[src/rtl/alu_selftest_engine.sv]
// alu_selftest_engine: built-in self-test initiator that sweeps every operand pair and op through an add/sub ALU and checks it against a golden model
// Ports:
//   clk, rst_n               clock, asynchronous active-low reset
//   start, mode              sweep start pulse; op select (00 add, 01 sub, 1x add then sub)
//   alu_sub_add, alu_a/b     operation and operands driven to the ALU under test
//   alu_result/carry/zero/overflow  ALU outputs sampled in CHECK
//   busy, done, pass         sweep in progress, completion pulse, no-error verdict
//   err_count                mismatching vectors, saturating
//   fail_vec, fail_got       first failing {op,a,b} and observed {carry,zero,overflow,result}
module alu_selftest_engine #(
  parameter int WIDTH  = 4,
  parameter int SETTLE = 1
) (
  input  logic               clk,
  input  logic               rst_n,
  input  logic               start,
  input  logic [1:0]         mode,
  output logic               alu_sub_add,
  output logic [WIDTH-1:0]   alu_a,
  output logic [WIDTH-1:0]   alu_b,
  input  logic [WIDTH-1:0]   alu_result,
  input  logic               alu_carry,
  input  logic               alu_zero,
  input  logic               alu_overflow,
  output logic               busy,
  output logic               done,
  output logic               pass,
  output logic [2*WIDTH:0]   err_count,
  output logic [2*WIDTH:0]   fail_vec,
  output logic [WIDTH+2:0]   fail_got
);
  localparam int MSB = WIDTH - 1;
  localparam logic [3:0] SET = 4'(SETTLE);
  typedef enum logic [2:0] {IDLE, DRIVE, SETTLE_WAIT, CHECK, DONE} state_t;
  state_t state, state_nx;
  logic [WIDTH-1:0] a, b, nb;
  logic op, both;
  logic [3:0] cnt;
  logic [WIDTH:0] sum;
  logic exp_v, mism, a_last, b_last;
  logic [WIDTH+2:0] exp_got, got;
  // Golden model: subtraction is a + two's complement of b, so b==0 gives carry 0.
  always_comb begin
    nb = op ? (~b + 1'b1) : b;
    sum = {1'b0, a} + {1'b0, nb};
    exp_v = op ? ((a[MSB] != b[MSB]) && (sum[MSB] != a[MSB]))
               : ((a[MSB] == b[MSB]) && (sum[MSB] != a[MSB]));
    exp_got = {sum[WIDTH], sum[WIDTH-1:0] == '0, exp_v, sum[WIDTH-1:0]};
    got = {alu_carry, alu_zero, alu_overflow, alu_result};
    mism = got != exp_got;
    a_last = &a;
    b_last = &b;
  end
  always_comb begin
    state_nx = state;
    case (state)
      IDLE:        state_nx = start ? DRIVE : IDLE;
      DRIVE:       state_nx = SETTLE_WAIT;
      SETTLE_WAIT: state_nx = (cnt <= 4'd1) ? CHECK : SETTLE_WAIT;
      CHECK:       state_nx = (a_last && b_last && !(both && !op)) ? DONE : DRIVE;
      default:     state_nx = IDLE;
    endcase
  end
  assign busy = (state == DRIVE) || (state == SETTLE_WAIT) || (state == CHECK);
  assign done = state == DONE;
  always_ff @(posedge clk or negedge rst_n) begin
    if (!rst_n) state <= IDLE;
    else state <= state_nx;
  end
  always_ff @(posedge clk or negedge rst_n) begin
    if (!rst_n) begin
      a <= '0;
      b <= '0;
      op <= 1'b0;
      both <= 1'b0;
      cnt <= '0;
      alu_a <= '0;
      alu_b <= '0;
      alu_sub_add <= 1'b0;
      pass <= 1'b0;
      err_count <= '0;
      fail_vec <= '0;
      fail_got <= '0;
    end else begin
      case (state)
        IDLE: if (start) begin
          a <= '0;
          b <= '0;
          op <= mode == 2'b01;
          both <= mode[1];
          pass <= 1'b0;
          err_count <= '0;
          fail_vec <= '0;
          fail_got <= '0;
        end
        DRIVE: begin
          alu_a <= a;
          alu_b <= b;
          alu_sub_add <= op;
          cnt <= SET;
        end
        SETTLE_WAIT: cnt <= cnt - 4'd1;
        CHECK: begin
          if (mism) begin
            if (err_count == '0) begin
              fail_vec <= {op, a, b};
              fail_got <= got;
            end
            if (!(&err_count)) err_count <= err_count + 1'b1;
          end
          b <= b + 1'b1;
          if (b_last) a <= a + 1'b1;
          // Full operand wrap in a two-op sweep moves on to subtraction.
          if (a_last && b_last && both) op <= 1'b1;
        end
        DONE: pass <= err_count == '0;
        default: ;
      endcase
    end
  end
endmodule

[config.mk]
export PLATFORM = sky130hd
export DESIGN_NAME = alu_selftest_engine
export DESIGN_NICKNAME = d
export VERILOG_FILES = /design/src/rtl/alu_selftest_engine.sv
export SDC_FILE = /design/constraint.sdc
export NUM_CORES = 1
export LEC_CHECK = 0
export ABC_AREA = 1
export CELL_PAD_IN_SITES_DETAIL_PLACEMENT = 1
export CELL_PAD_IN_SITES_GLOBAL_PLACEMENT = 2
export CORE_ASPECT_RATIO = 1.1
export CORE_MARGIN = 2
export CORE_UTILIZATION = 27
export CTS_CLUSTER_SIZE = 28
export DETAILED_ROUTE_END_ITERATION = 12
export PLACE_DENSITY = 0.86
export SKIP_CTS_REPAIR_TIMING = 1
export SYNTH_ARGS = -nofsm -noshare
export SYNTH_HDL_FRONTEND = slang
export SYNTH_SLANG_ARGS = --single-unit
[constraint.sdc]
create_clock -name clk -period 2.5 [get_ports clk]
set_clock_uncertainty 0.05 [all_clocks]
set_input_delay 0.375 -clock clk [delete_from_list [all_inputs] [get_ports clk]]
set_output_delay 0.375 -clock clk [all_outputs]
set_load 0.03 [all_outputs]
==> key figures, run 1 <==
Status
  • Status: complete, but fails checks
  • Failing checks: negative setup slack

STA
  • Worst Tran Pin Value: between 600 and 700 ps
  • Final Hold Fails: 0
  • Hold WS: about 400 ps
  • PnR worst setup slack: -89.72 ps
  • Rel. slew slack: a little under three fifths
  • RSZ-0062 raised after global routing: yes
  • Fin crit share: 103.6%
  • Final-report setup violation count: 25
  • Fmax: between 0.3 and 0.4 GHz
  • Final Max Tran Viols: 0
  • Final min period: ~2600 ps

Drt
  • Final wirelength: roughly 8200 um
  • DRC violations left: 0
  • Antenna Nets Post-Route: 0
  • Via/cell ratio: 4.539
  • Drt wl/cell: approximately 14 um
  • DR vias: approximately 2700
  • DR iter-0 viols: 58
  • DRT Pass-1 Iters: 4

Floorplanning
  • CORE AREA: between 10000 and 15000 um2
  • Initial core utilization: between 20% and 30%
  • DIE WIDTH: 102.3 um
  • I/O pin count: 49
  • Core Rows: 39
  • Full die area: between 10000 and 15000 um2
  • Die Ht: around 110 um

Worst setup path
  • Cell family with most CP delay: simple AND/OR/NAND/NOR gates
  • Crit Path Category: reg -> reg
  • Worst-path cell chain: inv_2 -> ha_4 -> nand2_1 -> o21ai_2 -> fa_1 -> buf_4 -> xor2_1 -> nor2_1 -> nand4_1 -> nor2_2 -> nand3_4 -> buf_6 -> nand3_1 -> nand2_1
  • Crit-path slowest cell: fa_1
  • Most used cell, CP: nand2_1
  • CP Capture Type: flop
  • Crit-path max cell delay: 460 ps
  • Startpoint Class: flop
  • CP Data Required Time: roughly 2600 ps
  • Worst Path Buf+Inv: 3
  • Crit path arrival time: 2720 ps
  • Crit Path Max Fanout: 11

Global route
  • Initial antenna violation count: 0
  • Total track usage: ~15%
  • Number of global-route vias before repair: 2884
  • Total grt overflow: 0
  • Largest net degree at the start of global routing: 28
  • Global-route wire length before repair: ~14000 um

Clock network
  • Root Buffer: clkbuf_16
  • Total clock sinks: 52
  • Skew-Pair Late Insertion Delay: approximately 300 ps
  • Number of buffers created by CTS: 5
  • Htree depth: 2
  • Clock buffer depth: 2
  • CTS tree: yes
  • Clk pin slew, worst setup/hold paths: approximately 70 ps

Synth
  • Cell area after synthesis: approximately 2900 um2
  • Syn_area_per_cell: about 7.6 um2
  • Gate Count Post-Synth: around 380
  • Yosys reg bits: 52
  • Post-synthesis net count: 403
  • Cell taking the most area after synthesis: dfrtp_1
  • YS warnings: 0
  • Sequential element share of the synthesized area: about 45%
  • Yosys cell types: 28
  • Yosys top cell area share: between 40% and 50%
  • Synth area leaders: dfrtp_1, nand2_1, nand3_1

Run
  • Maxcap violations: 0

Final layout
  • P&R area growth vs syn: 34.22%
  • Layout cells sized above 1: a little under an eighth
  • Most common cell after layout, fill and taps aside: nand2_1
  • Final net count: 473
  • Fillers: 1285
  • Non-filler cells, final: 592
  • Antenna cells: 0
  • Most frequent cells in the layout: nand2_1, dfrtp_1, nand3_1, clkdlybuf4s50_1, nor2_1

Power
  • Net Sw Frac: between 30% and 40%
  • Internal Power: about 1.8 mW
  • Comb power frac: about a third
  • Net switching power figure: 1.013 mW
  • P per Cell Area: 718.3 nW/um2
  • Share of power burned in registers: 40.8%
  • Clock share of power: a little over a quarter
  • Tot Pwr: roughly 2.8 mW
  • VDD IR max: 0.3817 mV
  • Leakage: 1.924 nW

Place
  • PortBufs: 48
  • Worst slack, placed: -136.7 ps
  • Cells after DPL: slightly below 600
  • GPL Wtd Cong: just over 0.8
  • Post-DP HPWL: between 6000 and 7000 um

Min path
  • HP Class: in -> async
metal layers:
layer | wire [um] | vias up | GRT usage (%)
li1 | - | 1352 | -
met1 | 3601 | 1303 | 19.31
met2 | 4381 | 29 | 28.16
met3 | 121 | 3 | 1.681
met4 | 45 | 0 | 3.467
met5 | 0 | - | 0
worst reg2reg max path, stage by stage, from the launching register on:
cell     delay [ps]
dfrtp_1         390
inv_2            80
ha_4            200
nand2_1          80
o21ai_2          70
fa_1            460
buf_4           150
xor2_1          130
nor2_1          100
nand4_1         120
nor2_2          190
nand3_4         130
buf_6           170
nand3_1          80
nand2_1          60
power by group through the flow:
stage,Sequential (mW),Combinational [mW],Clock [mW]
2_1_floorplan,1.46,0.170,0
3_3_place_gp,1.14,0.907,0
3_5_place_dp,1.15,0.924,0
4_1_cts,1.13,0.925,0.742
5_1_grt,1.16,0.986,0.778
6_report,1.13,0.912,0.726
layout make-up:
type	instances	area [um2]	share of cell area [%]
multi-input cells	271	1378	35.76
repair buffers	72	669.4	17.38
inverters	46	172.7	4.482
flip-flops and latches	52	1301	33.78
well taps	143	178.9	4.644
clock buffers	5	125.1	3.248
clock inverters	3	27.53	0.7145
sequential cells by signal, indices dropped and copies added (netlist names):
register / flops
alu_b: 4
both: 1
op: 1
alu_a: 4
state: 3
b: 4
pass: 1
cnt: 4
a: 4
alu_sub_add: 1
fail_got: 7
fail_vec: 9
err_count: 9
cells in the mapped netlist:
library cell	instances
nand3_4	1
nor3_1	6
fa_1	1
clkbuf_1	4
nand4_1	4
inv_2	3
xor2_1	4
ha_1	12
o21ai_0	20
nor4_1	1
or2_2	1
o32ai_1	1
nor2_1	46
nand3_1	47
a21oi_4	1
nor2_2	2
nand2_4	1
buf_6	1
dfrtp_1	52
a21oi_1	15
o21ai_1	1
a31oi_1	1
nand3_2	2
buf_2	4
o211ai_1	1
o22ai_1	1
inv_1	43
nand2_1	102
final timing paths:
kind / cells past startpoint / to / slack [ps] / start
max: 14 / fail_vec[7] / -90 / b[0]
max in group asynchronous: 3 / a[3] / 1420 / rst_n
min in group clk: 2 / fail_got[4] / 420 / fail_got[4]
min reg2reg: 2 / fail_got[4] / 420 / fail_got[4]
max reg2reg: 14 / fail_vec[7] / -90 / b[0]
min: 2 / alu_b[3] / 400 / rst_n
through the flow:
step                TNS, ps  utilization, %  cell area, um2
CTS                   -2724           36.78            3822
global placement     -214.3           35.31            3670
detailed placement    -2047           35.31            3670
finish                -1663           37.07            3852
floorplan                 0               -            2902
global route          -6561           37.07            3852
logic make-up after synthesis:
group	share of synthesized area, %
buffers and inverters	7.628
flip-flops	45.34
XOR/XNOR	1.220
adder cells (fa/ha/maj)	5.928
AO/OA/AOI/OAI	7.847
AND/OR/NAND/NOR	32.04
No activity file was read; power rests on OpenSTA's default activity.
==> run 2, diff against run 1 <==
Settings changed: CAP_MARGIN set to 15.
==> results of run 2 <==
Same layout as run 1: the final DEF is identical, and so are final timing and power.
==> run 3, diff against run 2 <==
Settings changed: GPL_TIMING_DRIVEN set to 0.
==> key figures, run 3 (same netlist as run 1, synthesis figures left out) <==
STA
  • Fmax: 0.3730 GHz (-3.4%)
  • Final Hold Fails: 0 (unchanged)
  • Fin crit share: 107.2% (+3.7 points)
  • RSZ-0062 raised after global routing: yes
  • Rel. slew slack: 63.62% (+8.3 points)
  • Worst Tran Pin Value: 545.7 ps (-121.9 ps)
  • Final Max Tran Viols: 0 (unchanged)
  • PnR worst setup slack: -181.2 ps (-91.47 ps)
  • Final min period: 2681 ps (+91.47 ps)
  • Final-report setup violation count: 25 (unchanged)

Run
  • Maxcap violations: 0 (unchanged)

Status
  • Failing checks: negative setup slack
  • Status: complete, but fails checks

Worst setup path
  • CP Data Required Time: 2690 ps (+60 ps)
  • Launching point of the worst reg2reg path: b[0]
  • Worst-path cell chain: inv_4 -> ha_4 -> nand2_4 -> o21ai_4 -> fa_1 -> or2_2 -> nor2_4 -> nand3_1 -> nand2_1 -> nand2_1 -> inv_2 -> nand3_4 -> nand2_4 -> buf_6 -> nand2_1 -> nand2_1
  • Most used cell, CP: nand2_1
  • CP Capture Type: flop
  • Crit-path slowest cell: fa_1
  • Crit path arrival time: 2870 ps (+150 ps)
  • Critical Path Source: b[0]
  • R2R depth: 16 (+2)
  • Crit-path max cell delay: 470 ps (about the same)
  • Startpoint Class: flop
  • Crit Path Max Fanout: 8 (-3)
  • Crit Path Category: reg -> reg

Drt
  • DRT Pass-1 Iters: 4 (unchanged)
  • Final wirelength: 8456 um (+3.8%)
  • DR iter-0 viols: 104 (+79%)
  • Antenna Nets Post-Route: 0 (unchanged)
  • Via/cell ratio: 4.571 (+0.70%)
  • DR vias: 2715 (+1.0%)
  • Drt wl/cell: 14.24 um (+3.4%)
  • DRC violations left: 0 (unchanged)

Floorplanning
  • CORE AREA: 10390 um2 (unchanged)
  • Core Rows: 39 (unchanged)
  • Full die area: 11470 um2 (unchanged)
  • DIE WIDTH: 102.3 um (unchanged)
  • I/O pin count: 49 (unchanged)
  • Initial core utilization: 27.62% (unchanged)
  • Die Ht: 112.1 um (unchanged)

Final layout
  • Antenna cells: 0 (unchanged)
  • Largest registers: err_count x9, fail_vec x9, fail_got x7
  • Most frequent cells in the layout: nand2_1, dfrtp_1, clkdlybuf4s50_1
  • Most common cell after layout, fill and taps aside: nand2_1
  • Layout cells sized above 1: 15.30% (+3.7 points)
  • Final instance area: 3990 um2 (+3.6%)
  • Final net count: 475 (+0.42%)
  • Non-filler cells, final: 594 (+0.34%)
  • P&R area growth vs syn: 39.01%
  • Fillers: 1269 (-1.2%)

Clock network
  • Clock buffer depth: 2 (unchanged)
  • Number of buffers created by CTS: 5 (unchanged)
  • Htree depth: 2 (unchanged)
  • Skew-Pair Late Insertion Delay: 300 ps (about the same)
  • Root Buffer: clkbuf_16
  • Clk pin slew, worst setup/hold paths: 80 ps (about the same)
  • CTS tree: yes
  • Total clock sinks: 52 (unchanged)

Place
  • Cells after DPL: 570 (-2.2%)
  • Post-DP HPWL: 6172 um (-3.0%)
  • GPL Wtd Cong: 0.8373 (+4.0%)
  • Cell Area, Placed: 3576 um2 (-2.6%)
  • PortBufs: 48 (unchanged)

Global route
  • Largest net degree at the start of global routing: 39 (+39%)
  • Global-route wire length before repair: 13940 um (-1.1%)
  • Number of global-route vias before repair: 2787 (-3.4%)
  • Total track usage: 15.29% (-0.12 points)
  • Total grt overflow: 0 (unchanged)
  • Initial antenna violation count: 0 (unchanged)

Min path
  • HP Class: reg -> reg
  • Hold wc startpoint: cnt[3]
  • Hold path cells: 1

Power
  • Leakage: 1.942 nW (+0.90%)
  • P per Cell Area: 751.8 nW/um2 (+4.7%)
  • VDD IR max: 0.3540 mV (-7.2%)
run 3: cell count changes in the layout (fill, tap and decap cells not counted), moves of 3 or more:
cell and delta:
buf_6 +3, clkbuf_1 +4, nand2_2 +11, nand2_1 -12, buf_4 -7
run 3: worst max-delay path: cells and delay by family, from the launching register on:
kind | cells | cell delay (ps)
DFF | 1 | 460
and+or+nand+nor | 10 | 1090
buffers and inverters | 3 | 290
AOI/OAI and AO/OA | 1 | 60
adders and majority gates | 2 | 670
run 3: stage by stage:
step           power (mW)  hold slack (ps)  TNS (ps)  setup WS, ps  utilization [%]
5_1_grt             3.149            445.5     -7900        -348.1            38.39
4_1_cts             3.002           -61.51     -7695        -385.4            36.27
3_5_place_dp        2.076            260.2     -7395        -376.2            34.40
3_3_place_gp        2.046            406.2    -36270        -589.8            34.26
2_1_floorplan       1.629            29.41         0         23.69                -
6_report            3.000            425.8     -3767        -181.2            38.39
run 3: where the power goes:
group	total (mW)	switching, mW	internal [mW]	leakage (nW)
logic	0.931	0.543	0.387	1.27
registers	1.15	0.143	1.00	0.582
clock network	0.922	0.343	0.578	0.0944
run 3: routing by layer:
layer / global-route usage (%) / vias up / routed length, um
met1: 19.85 / 1320 / 3893
met3: 1.868 / 7 / 158
li1: - / 1353 / -
met2: 26.84 / 35 / 4286
met4: 3.733 / 0 / 118
met5: 0 / - / 0
run 3: cell type report:
cell class | count | area, um2 | share of cell area (%)
well taps | 143 | 178.9 | 4.484
repair buffers | 65 | 621.8 | 15.58
inverters | 46 | 181.4 | 4.547
multi-input cells | 271 | 1451 | 36.37
clock inverters | 3 | 68.82 | 1.725
flip-flops and latches | 52 | 1304 | 32.67
clock buffers | 5 | 125.1 | 3.136
plain buffers | 9 | 58.81 | 1.474
run 3: worst paths after layout:
path,endpoint,slack [ps]
min,cnt[3],430
max in group asynchronous,op,1380
max,fail_vec[8],-180
min in group asynchronous,fail_vec[4],470
min reg2reg,cnt[3],430
max reg2reg,fail_vec[8],-180
